## src/rtl/pwm_duty_decoder_if.sv

```systemverilog
// PWM decoder bus: raw PWM line and enable in, decoded duty and status flags out.
interface pwm_duty_decoder_if #(
  parameter int WIDTH = 10
);
  logic             pwmIn;
  logic             enable;
  logic [WIDTH-1:0] duty;
  logic             dutyValid;
  logic             signalLost;
  logic             periodErr;

  modport master (
    output pwmIn,
    output enable,
    input  duty,
    input  dutyValid,
    input  signalLost,
    input  periodErr
  );

  modport slave (
    input  pwmIn,
    input  enable,
    output duty,
    output dutyValid,
    output signalLost,
    output periodErr
  );
endinterface

```

## src/rtl/pwm_duty_decoder.sv

```systemverilog
// Measures high time and period of an asynchronous PWM line and reports the duty per frame.
// Optional glitch filter on the synchronized level: define PWM_DECODER_GLITCH_FILTER_EN.
module pwm_duty_decoder #(
  parameter int WIDTH   = 10,
  parameter int PERIOD  = 1024,
  parameter int TOL     = 8,
  parameter int TIMEOUT = 2048
`ifdef PWM_DECODER_GLITCH_FILTER_EN
  , parameter int FILTER_LEN = 4
`endif
) (
  input  logic               c50M,
  input  logic               reset_n,
  pwm_duty_decoder_if.slave  bus
);

  localparam int                CW         = $clog2(TIMEOUT + 1);
  localparam logic [CW-1:0]     LP_TIMEOUT = CW'(TIMEOUT);
  localparam logic [CW-1:0]     LP_PERIOD  = CW'(PERIOD);
  localparam logic [CW-1:0]     LP_TOL     = CW'(TOL);
  localparam logic [CW-1:0]     LP_ONE     = CW'(1);
  localparam logic [CW-1:0]     LP_DMAX_C  = CW'((2 ** WIDTH) - 1);
  localparam logic [WIDTH-1:0]  LP_DMAX    = {WIDTH{1'b1}};

  typedef enum logic [1:0] {
    ACQUIRE = 2'd0,
    HIGH    = 2'd1,
    LOW     = 2'd2
  } state_t;

  logic             r_s1;
  logic             r_s2;
  logic             r_s3;
  logic             w_lvl;
  logic             w_rise;
  logic             w_fall;
  logic [CW-1:0]    r_period_cnt;
  logic [CW-1:0]    r_high_cnt;
  logic [CW-1:0]    w_dev;
  logic [WIDTH-1:0] w_duty_meas;
  logic             w_take_to;

  state_t           r_state;
  state_t           w_state_nxt;
  logic [WIDTH-1:0] r_duty;
  logic [WIDTH-1:0] w_duty_nxt;
  logic             r_valid;
  logic             w_valid_nxt;
  logic             r_lost;
  logic             w_lost_nxt;
  logic             r_perr;
  logic             w_perr_nxt;
  logic             r_to_done;
  logic             w_to_done_nxt;

  // Two-flop synchronizer, plus the delayed level copy used for edge detection
  always_ff @(posedge c50M or negedge reset_n) begin
    if (!reset_n) begin
      r_s1 <= 1'b0;
      r_s2 <= 1'b0;
      r_s3 <= 1'b0;
    end else begin
      r_s1 <= bus.pwmIn;
      r_s2 <= r_s1;
      r_s3 <= w_lvl;
    end
  end

`ifdef PWM_DECODER_GLITCH_FILTER_EN
  localparam int             FW       = $clog2(FILTER_LEN + 1);
  localparam logic [FW-1:0]  LP_FLAST = FW'(FILTER_LEN - 1);

  logic          r_filt;
  logic [FW-1:0] r_fcnt;

  // Level filter: a new level is adopted only after FILTER_LEN consecutive samples agree
  always_ff @(posedge c50M or negedge reset_n) begin
    if (!reset_n) begin
      r_filt <= 1'b0;
      r_fcnt <= '0;
    end else if (r_s2 == r_filt) begin
      r_fcnt <= '0;
    end else if (r_fcnt == LP_FLAST) begin
      r_filt <= r_s2;
      r_fcnt <= '0;
    end else begin
      r_fcnt <= r_fcnt + FW'(1);
    end
  end

  assign w_lvl = r_filt;
`else
  assign w_lvl = r_s2;
`endif

  assign w_rise = w_lvl & ~r_s3;
  assign w_fall = ~w_lvl & r_s3;

  // Period and high-time counters: reload on rise, otherwise count and saturate at TIMEOUT
  always_ff @(posedge c50M or negedge reset_n) begin
    if (!reset_n) begin
      r_period_cnt <= '0;
      r_high_cnt   <= '0;
    end else if (!bus.enable) begin
      r_period_cnt <= '0;
      r_high_cnt   <= '0;
    end else if (w_rise) begin
      r_period_cnt <= LP_ONE;
      r_high_cnt   <= LP_ONE;
    end else begin
      if (r_period_cnt != LP_TIMEOUT) begin
        r_period_cnt <= r_period_cnt + LP_ONE;
      end else begin
        r_period_cnt <= r_period_cnt;
      end
      if (w_lvl && (r_high_cnt != LP_TIMEOUT)) begin
        r_high_cnt <= r_high_cnt + LP_ONE;
      end else begin
        r_high_cnt <= r_high_cnt;
      end
    end
  end

  assign w_dev       = (r_period_cnt >= LP_PERIOD) ? (r_period_cnt - LP_PERIOD)
                                                   : (LP_PERIOD - r_period_cnt);
  assign w_duty_meas = (r_high_cnt > LP_DMAX_C) ? LP_DMAX : r_high_cnt[WIDTH-1:0];

  // A rise always wins over a coincident timeout; ACQUIRE fires its timeout only once per entry
  assign w_take_to = bus.enable && !w_rise && (r_period_cnt == LP_TIMEOUT) &&
                     ((r_state != ACQUIRE) || !r_to_done);

  // Next-state and next-output logic
  always_comb begin
    w_state_nxt   = r_state;
    w_duty_nxt    = r_duty;
    w_valid_nxt   = 1'b0;
    w_lost_nxt    = r_lost;
    w_perr_nxt    = r_perr;
    w_to_done_nxt = r_to_done;
    if (!bus.enable) begin
      w_state_nxt   = ACQUIRE;
      w_to_done_nxt = 1'b0;
    end else if (w_take_to) begin
      w_state_nxt   = ACQUIRE;
      w_duty_nxt    = w_lvl ? LP_DMAX : {WIDTH{1'b0}};
      w_valid_nxt   = 1'b1;
      w_lost_nxt    = 1'b1;
      w_to_done_nxt = 1'b1;
    end else begin
      case (r_state)
        ACQUIRE: begin
          if (w_rise) begin
            w_state_nxt = HIGH;
          end else begin
            w_state_nxt = ACQUIRE;
          end
        end
        HIGH: begin
          if (w_fall) begin
            w_state_nxt = LOW;
          end else begin
            w_state_nxt = HIGH;
          end
        end
        LOW: begin
          if (w_rise) begin
            w_state_nxt = HIGH;
            if (w_dev <= LP_TOL) begin
              w_duty_nxt  = w_duty_meas;
              w_valid_nxt = 1'b1;
              w_lost_nxt  = 1'b0;
              w_perr_nxt  = 1'b0;
            end else begin
              w_perr_nxt  = 1'b1;
            end
          end else begin
            w_state_nxt = LOW;
          end
        end
        default: begin
          w_state_nxt = ACQUIRE;
        end
      endcase
    end
  end

  // State register and registered outputs
  always_ff @(posedge c50M or negedge reset_n) begin
    if (!reset_n) begin
      r_state   <= ACQUIRE;
      r_duty    <= '0;
      r_valid   <= 1'b0;
      r_lost    <= 1'b1;
      r_perr    <= 1'b0;
      r_to_done <= 1'b0;
    end else begin
      r_state   <= w_state_nxt;
      r_duty    <= w_duty_nxt;
      r_valid   <= w_valid_nxt;
      r_lost    <= w_lost_nxt;
      r_perr    <= w_perr_nxt;
      r_to_done <= w_to_done_nxt;
    end
  end

  assign bus.duty       = r_duty;
  assign bus.dutyValid  = r_valid;
  assign bus.signalLost = r_lost;
  assign bus.periodErr  = r_perr;

endmodule

```

## src/flat_wrapper.sv

```systemverilog
// flat-port wrapper written by rule: the top's interface ports become plain ports
module pwm_duty_decoder_flat 
#(
  parameter int WIDTH   = 10,
  parameter int PERIOD  = 1024,
  parameter int TOL     = 8,
  parameter int TIMEOUT = 2048

)
  (c50M, reset_n, bus_pwmIn, bus_enable, bus_duty, bus_dutyValid, bus_signalLost, bus_periodErr);
  pwm_duty_decoder_if #(.WIDTH(WIDTH)) bus_i ();
  input  logic c50M;
  input  logic reset_n;
  input wire logic [$bits(bus_i.pwmIn)-1:0] bus_pwmIn;
  input wire logic [$bits(bus_i.enable)-1:0] bus_enable;
  output wire logic [$bits(bus_i.duty)-1:0] bus_duty;
  output wire logic [$bits(bus_i.dutyValid)-1:0] bus_dutyValid;
  output wire logic [$bits(bus_i.signalLost)-1:0] bus_signalLost;
  output wire logic [$bits(bus_i.periodErr)-1:0] bus_periodErr;
  assign bus_i.pwmIn = bus_pwmIn;
  assign bus_i.enable = bus_enable;
  assign bus_duty = bus_i.duty;
  assign bus_dutyValid = bus_i.dutyValid;
  assign bus_signalLost = bus_i.signalLost;
  assign bus_periodErr = bus_i.periodErr;
  pwm_duty_decoder #(.WIDTH(WIDTH), .PERIOD(PERIOD), .TOL(TOL), .TIMEOUT(TIMEOUT)) u_core (.c50M(c50M), .reset_n(reset_n), .bus(bus_i));
endmodule
```

## config.mk

```make
export PLATFORM = sky130hd
export DESIGN_NAME = pwm_duty_decoder_flat
export DESIGN_NICKNAME = d
export VERILOG_FILES = /design/src/rtl/pwm_duty_decoder_if.sv /design/src/rtl/pwm_duty_decoder.sv /design/src/flat_wrapper.sv
export SDC_FILE = /design/constraint.sdc
export NUM_CORES = 1
export LEC_CHECK = 0
export CAP_MARGIN = 20
export CORE_MARGIN = 2
export CORE_UTILIZATION = 25
export DETAILED_ROUTE_END_ITERATION = 10
export GPL_ROUTABILITY_DRIVEN = 0
export PLACE_DENSITY = 0.48
export SLEW_MARGIN = 5
export SYNTH_ARGS = -nofsm -noshare
export SYNTH_HDL_FRONTEND = slang
export SYNTH_SLANG_ARGS = --single-unit
```

## constraint.sdc

```tcl
create_clock -name c50M -period 3.9 [get_ports c50M]
set_clock_uncertainty 0.15 [all_clocks]
set_input_delay 0.975 -clock c50M [delete_from_list [all_inputs] [get_ports c50M]]
set_output_delay 0.975 -clock c50M [all_outputs]
set_load 0.05 [all_outputs]
```

==> results by group <==
Critical path
  • Crit path launch type: primary input
  • Setup CP Type: in2reg
  • Required time worst endpoint: 3.96 ns
  • CP endpoint kind: flop
  • R2R depth: 7
  • CP max FO: 10
  • Worst path arrival time: 3.23 ns

Drt
  • DRT antenna net count: 0
  • Avg WL per Cell: roughly 14 um
  • Length of the first detailed-routing pass in iterations: 4
  • Initial DRC Count: 113
  • Via count: 1936
  • DRC viols: 0
  • WL final: approximately 5500 um
  • Via/cell ratio: about 4.7

Yosys
  • Post-synthesis cell count: between 200 and 300
  • Post-synth top flop: dfrtp_1
  • Share of the yosys chip area belonging to registers: 0.429
  • Top cell type's share of synthesized area: 0.419
  • Synthesized area: 0.00251 mm2
  • Synth warn: 0
  • Synth async-reset ratio: 1.00
  • Flops & latches, synth: 43
  • Synth unique cells: 57
  • Syn Area/Cell: 9.44 um2
  • Most area-consuming cells after synthesis: dfrtp_1 42%, a221oi_2 5.4%, nor2_1 4.6%
  • Mapped Nets: 275
  • Synth area leader: dfrtp_1
  • EDFF count, synth: 0

Cells and area
  • Fillers: 1044
  • Layout cells sized above 1: 0.123
  • Area Overhead vs Synth: 15.2%
  • Fin nets: ~290
  • Ant diodes: 0

Clock tree
  • CTS tree: yes
  • Htree depth: 2
  • Root buffer cell: clkbuf_8
  • Total CTS buffers: 5
  • Clk slew on worst S/H paths: 0.09 ns
  • Worst-Skew Late Latency: 0.30 ns
  • Longest Clk Path Bufs: 2
  • Post-cts sizing count: 0
  • Hold Buf Count CTS: 0
  • Setup bufs post-CTS: 0
  • Total clock sinks: 43

Pwr
  • PwrDens: approximately 300 mW/mm2
  • Leakage: 1.16 nW
  • Design Power: 0.869 mW
  • Worst VDD drop: 131 uV

Placed design
  • DP Wirelength: 3890 um
  • Port Buffer Count: 16

Die
  • CORE AREA: ~0.01 mm2
  • Die height: 104 um
  • I/O Pins: 17
  • Horiz. Die Dim: 104 um
  • Die ar.: 0.0109 mm2
  • Starting Density: 0.257
  • Cell Rows: 36

Global routing
  • Overall Global Routing Usage: 0.105
  • First-pass GRT wire length: about 9200 um
  • Vias in the first global route: approximately 1800
  • Initial antenna violation count: 0
  • Largest net degree at the start of global routing: 44
  • Global route total overflow: 0

Timing
  • Final Critical Period: 3.18 ns
  • Setup TNS: 0 ns
  • Tcrit/Tclk final: 0.814
  • Max Fclk: roughly 310 MHz
  • Final setup viols: 0
  • Slew Limit Fails: 0
  • Worst-margin pin slew: 0.624 ns
  • RSZ-0062 raised after global routing: false
  • Final Hold Vio Count: 0
  • Relative slew margins: 0.583

Run
  • Max Cap Violations: 0

Worst hold path
  • Worst Hold Depth: 0
  • Path category of the worst min-delay check: reg2reg

Status
  • Outcome: completed
-- final cells by class --
class                   instances  area (um2)  share of cell area
multi-input cells             185        1270               0.438
flip-flops and latches         43        1080               0.373
repair buffers                 20         198              0.0684
well taps                     133         166              0.0576
clock buffers                   7        96.3              0.0333
inverters                      21        78.8              0.0273
clock inverters                 1        7.51             0.00260
-- through the flow --
step	area (um2)	worst slack [ns]	cells	utilization	hold slack (ns)
detailed placement	2770	0.396	401	0.283	0.186
global placement	2770	0.450	401	0.283	0.186
CTS	2870	0.709	409	0.294	0.208
global route	2890	0.596	410	0.296	0.215
floorplan	2510	1.30	266	-	0.181
finish	2890	0.724	410	0.296	0.204
-- final timing paths --
path	from	slack, ns	endpoint
hold / removal	u_core.r_s1$_DFF_PN0_	0.20	u_core.r_s2$_DFF_PN0_
max in group asynchronous	reset_n	2.61	u_core.r_period_cnt[4]$_DFFE_PN0P_
setup / recovery	bus_enable	0.72	u_core.bus.duty[0]$_DFFE_PN0P_
hold reg to reg	u_core.r_s1$_DFF_PN0_	0.20	u_core.r_s2$_DFF_PN0_
min in group asynchronous	reset_n	0.48	u_core.bus.duty[6]$_DFFE_PN0P_
setup reg to reg	u_core.r_period_cnt[0]$_DFFE_PN0P_	0.85	u_core.bus.duty[0]$_DFFE_PN0P_
-- sequential cells by signal (all words and copies together), names as in the netlist --
register / cells
u_core.r_high_cnt: 12
u_core.r_period_cnt: 12
u_core.bus.duty: 10
u_core.r_state: 2
u_core.bus.dutyValid: 1
u_core.bus.periodErr: 1
u_core.bus.signalLost: 1
u_core.r_s1: 1
u_core.r_s2: 1
u_core.r_s3: 1
u_core.r_to_done: 1
-- synth_stat cells (all sizes together), types with 3 or more instances --
cell	instances
a221oi	11
buf	9
xnor2	7
ha	5
nand3	10
inv	21
o21ai	9
nand4	6
dfrtp	42
clkbuf	8
nand2	14
nor2	32
or3	9
nand2b	3
nor3	15
nor2b	4
a21oi	10
nor4	5
xor2	9
-- critical path, stage by stage --
cell,delay [ns]
clkdlybuf4s50_1,0.56
nand4b_1,0.19
or4b_1,0.58
o41a_1,0.57
a221oi_2,0.35
-- cell families after synthesis --
| family | count (synthesis) | share of synthesized area |
|---|---|---|
| AO/OA/AOI/OAI | 52 | 0.176 |
| XOR/XNOR | 16 | 0.0558 |
| adder cells (fa/ha/maj) | 5 | 0.0249 |
| buffers and inverters | 38 | 0.0663 |
| flip-flops | 43 | 0.429 |
| multiplexers | 1 | 0.00449 |
| AND/OR/NAND/NOR | 111 | 0.243 |
-- power by group --
group / switching, mW / leakage, nW / total (mW) / internal, mW
Clock: 0.158 / 0.0505 / 0.319 / 0.161
Combinational: 0.0483 / 0.580 / 0.0859 / 0.0376
Sequential: 0.0125 / 0.528 / 0.465 / 0.452
-- per-layer routing --
layer  global-route usage  wire length (um)  vias to the layer above
met4               0.0319                63                        0
met5                    0                 0                        -
met3               0.0238               159                        4
li1                     -                 -                      963
met1                0.151              2880                      946
met2                0.156              2450                       23
-- layout by cell type, fill, tap and decap left out, types with 3 or more instances in the layout --
cell type         n
a21oi_1          10
a221oi_2          9
buf_4             3
clkbuf_8          7
clkdlybuf4s50_1  15
dfrtp_1          42
ha_1              5
inv_1            21
nand2_1          14
nand2b_1          3
nand3_1          10
nand4_1           6
nor2_1           31
nor2b_1           4
nor3_1           15
nor4_1            3
o21ai_0           9
or3_1             8
xnor2_1           7
xor2_1            9
(Power assumes the default switching activity.)
==> edit (same settings) <==
Add a define of `PWM_DECODER_GLITCH_FILTER_EN`.
--- a/src/rtl/pwm_duty_decoder.sv
+++ b/src/rtl/pwm_duty_decoder.sv
@@ -1,5 +1,7 @@
 // Measures high time and period of an asynchronous PWM line and reports the duty per frame.
 // Optional glitch filter on the synchronized level: define PWM_DECODER_GLITCH_FILTER_EN.
+`define PWM_DECODER_GLITCH_FILTER_EN
+
 module pwm_duty_decoder #(
   parameter int WIDTH   = 10,
   parameter int PERIOD  = 1024,
Behaviour: not the same (a bounded check fails within 10 cycles, from zero or initial values and one cycle with reset_n low).
==> edit against the unedited design <==
Critical path depth rose by 3; via count down 3.7%; wire length decreased by 3.3%; area after synthesis fell by 2.9%; fmax grew 3.1%; worst setup slack improved by 0.097 ns; register-to-register slack worse by 0.03 ns; cell area shrank 1.0%; sequential cell count rose by 4; critical path type is now flip-flop to flip-flop; highest routed layer unchanged.
Power is not compared: it rests on default switching activity, and its combinational part moved more than twofold at a synthesized area within 25%.
==> edit: results (changes against the unedited design) <==
synth_warnings: 0  # unchanged
dp.cells: 393  # -2.0%
cts_max_level: 2  # unchanged
max_slew_margin_pct: 56.7  # -1.6 points
power_leakage_nw: 1.23
num_vias: 1865  # -3.7%
syn_nets: 265  # -3.6%
regArea_um2: 1180  # +9.3%
crit_family: "simple AND/OR/NAND/NOR gates"
cp_slowest_cell: "nor2_1"
avgSynthCellArea_um2: 9.55  # +1.2%
multiInputGateArea_um2: 1170  # -7.2%
post_synth_num_cell_types: 47  # -18%
crit_fanout: 16  # +6
syn2layout_area_growth_pct: 17.4
num-nonclk-inverters: 6  # -71%
portBuffers: 16  # unchanged
holdPathEnd: "u_core.r_s2"
critical-path-max-stage-delay_ns: 0.58  # about the same
clock_latency_ns: 0.30  # about the same
ctsRootBufferMaster: "clkbuf_8"
drt-wirelength-per-cell_um: 13.3  # -1.4%
synth-seq-area-share_pct: 48.3  # +5.4 points
dp_hpwl_um: 3730  # -4.3%
ys_top_cells_by_area: "dfrtp_1 47%, nor2_1 5.7%, xor2_1 4.7%, a21oi_1 3.9%, a2bb2oi_1 3.6%"
setup.worst_path.start: "u_core.r_period_cnt[0]"
peakVddDrop_v: 0.000189
grt_max_degree: 48  # +9.1%
drive_above_1_share_pct: 7.81  # -4.5 points
cts_resized: 0  # unchanged
viasPerCell: 4.64  # -1.8%
ff2ff_setup_slack_ns: 0.82  # -0.03 ns
cp-endpoint: "u_core.bus.duty[1]"
dr.pass1.iters: 4  # unchanged
worstPathArrival_ns: 3.15  # -0.08 ns
synth_common_cells: "46 x dfrtp_1, 37 x nor2_1, 19 x a21oi_1, 17 x nand2_1, 13 x xor2_1"
dr.first_iter.drc_count: 57  # -50%
netlist_instances: 255  # -4.1%
nonClkBufAreaFrac_pct: 6.39  # -0.45 points
place_ws_ns: 0.578  # +0.182 ns
num-multi-input-gates: 190  # +2.7%
signal_buffers: 18  # -10%
clk_pin_slew_ns: 0.09  # about the same
grt_pass1_wl_um: 9490  # +2.7%
antenna_cells: 0  # unchanged
clockBufferDepth: 2  # unchanged
status: "complete, no violations"
placed_area_um2: 2700  # -2.3%
finalCriticalPeriod_ns: 3.08  # -0.0966 ns
async_flop_share_pct: 100  # unchanged
worstHoldPathCells: 0  # unchanged
synth_seq_cells: 47  # +9.3%
clkCellAreaFrac_pct: 4.77  # +1.2 points
grt_usage_pct: 11.4  # +0.89 points
n_fill_cell: 1017  # -2.6%
antenna_found_initial: 0  # unchanged
rr_worst_depth: 8  # +1
nets: 278  # -2.5%
holdCritPathClass: "flip-flop to flip-flop"
[edit: kinds of logic (layout without fill, tap and decap cells)]
kind of cell	count (synthesis)	after routing	share of synthesized area, %
adder cells (fa/ha/maj)	6	6	3.08
AND/OR/NAND/NOR	113	113	24.0
XOR/XNOR	18	18	6.47
flip-flops	47	47	48.3
multiplexers	1	1	0.462
buffers and inverters	18	32	3.44
AO/OA/AOI/OAI	52	52	14.2
[edit: through the flow]
step                      power [mW]  hold slack [ns]
final                           1.26            0.204
after detailed placement       0.834            0.186
after global routing            1.34            0.229
after global placement         0.831            0.184
after CTS                       1.27            0.208
after floorplan                0.764            0.181
[edit: power breakdown]
group	internal [mW]	switching (mW)	leakage, nW	total, mW
logic	0.114	0.138	0.534	0.252
registers	0.523	0.0483	0.634	0.571
clock network	0.256	0.176	0.0644	0.432
[edit: per-layer routing]
metal	GRT usage (%)	wire length [µm]	up-vias
met3	2.64	176	9
met1	15.5	2640	897
li1	-	-	928
met4	3.90	89	0
met5	0	0	-
met2	17.8	2460	31
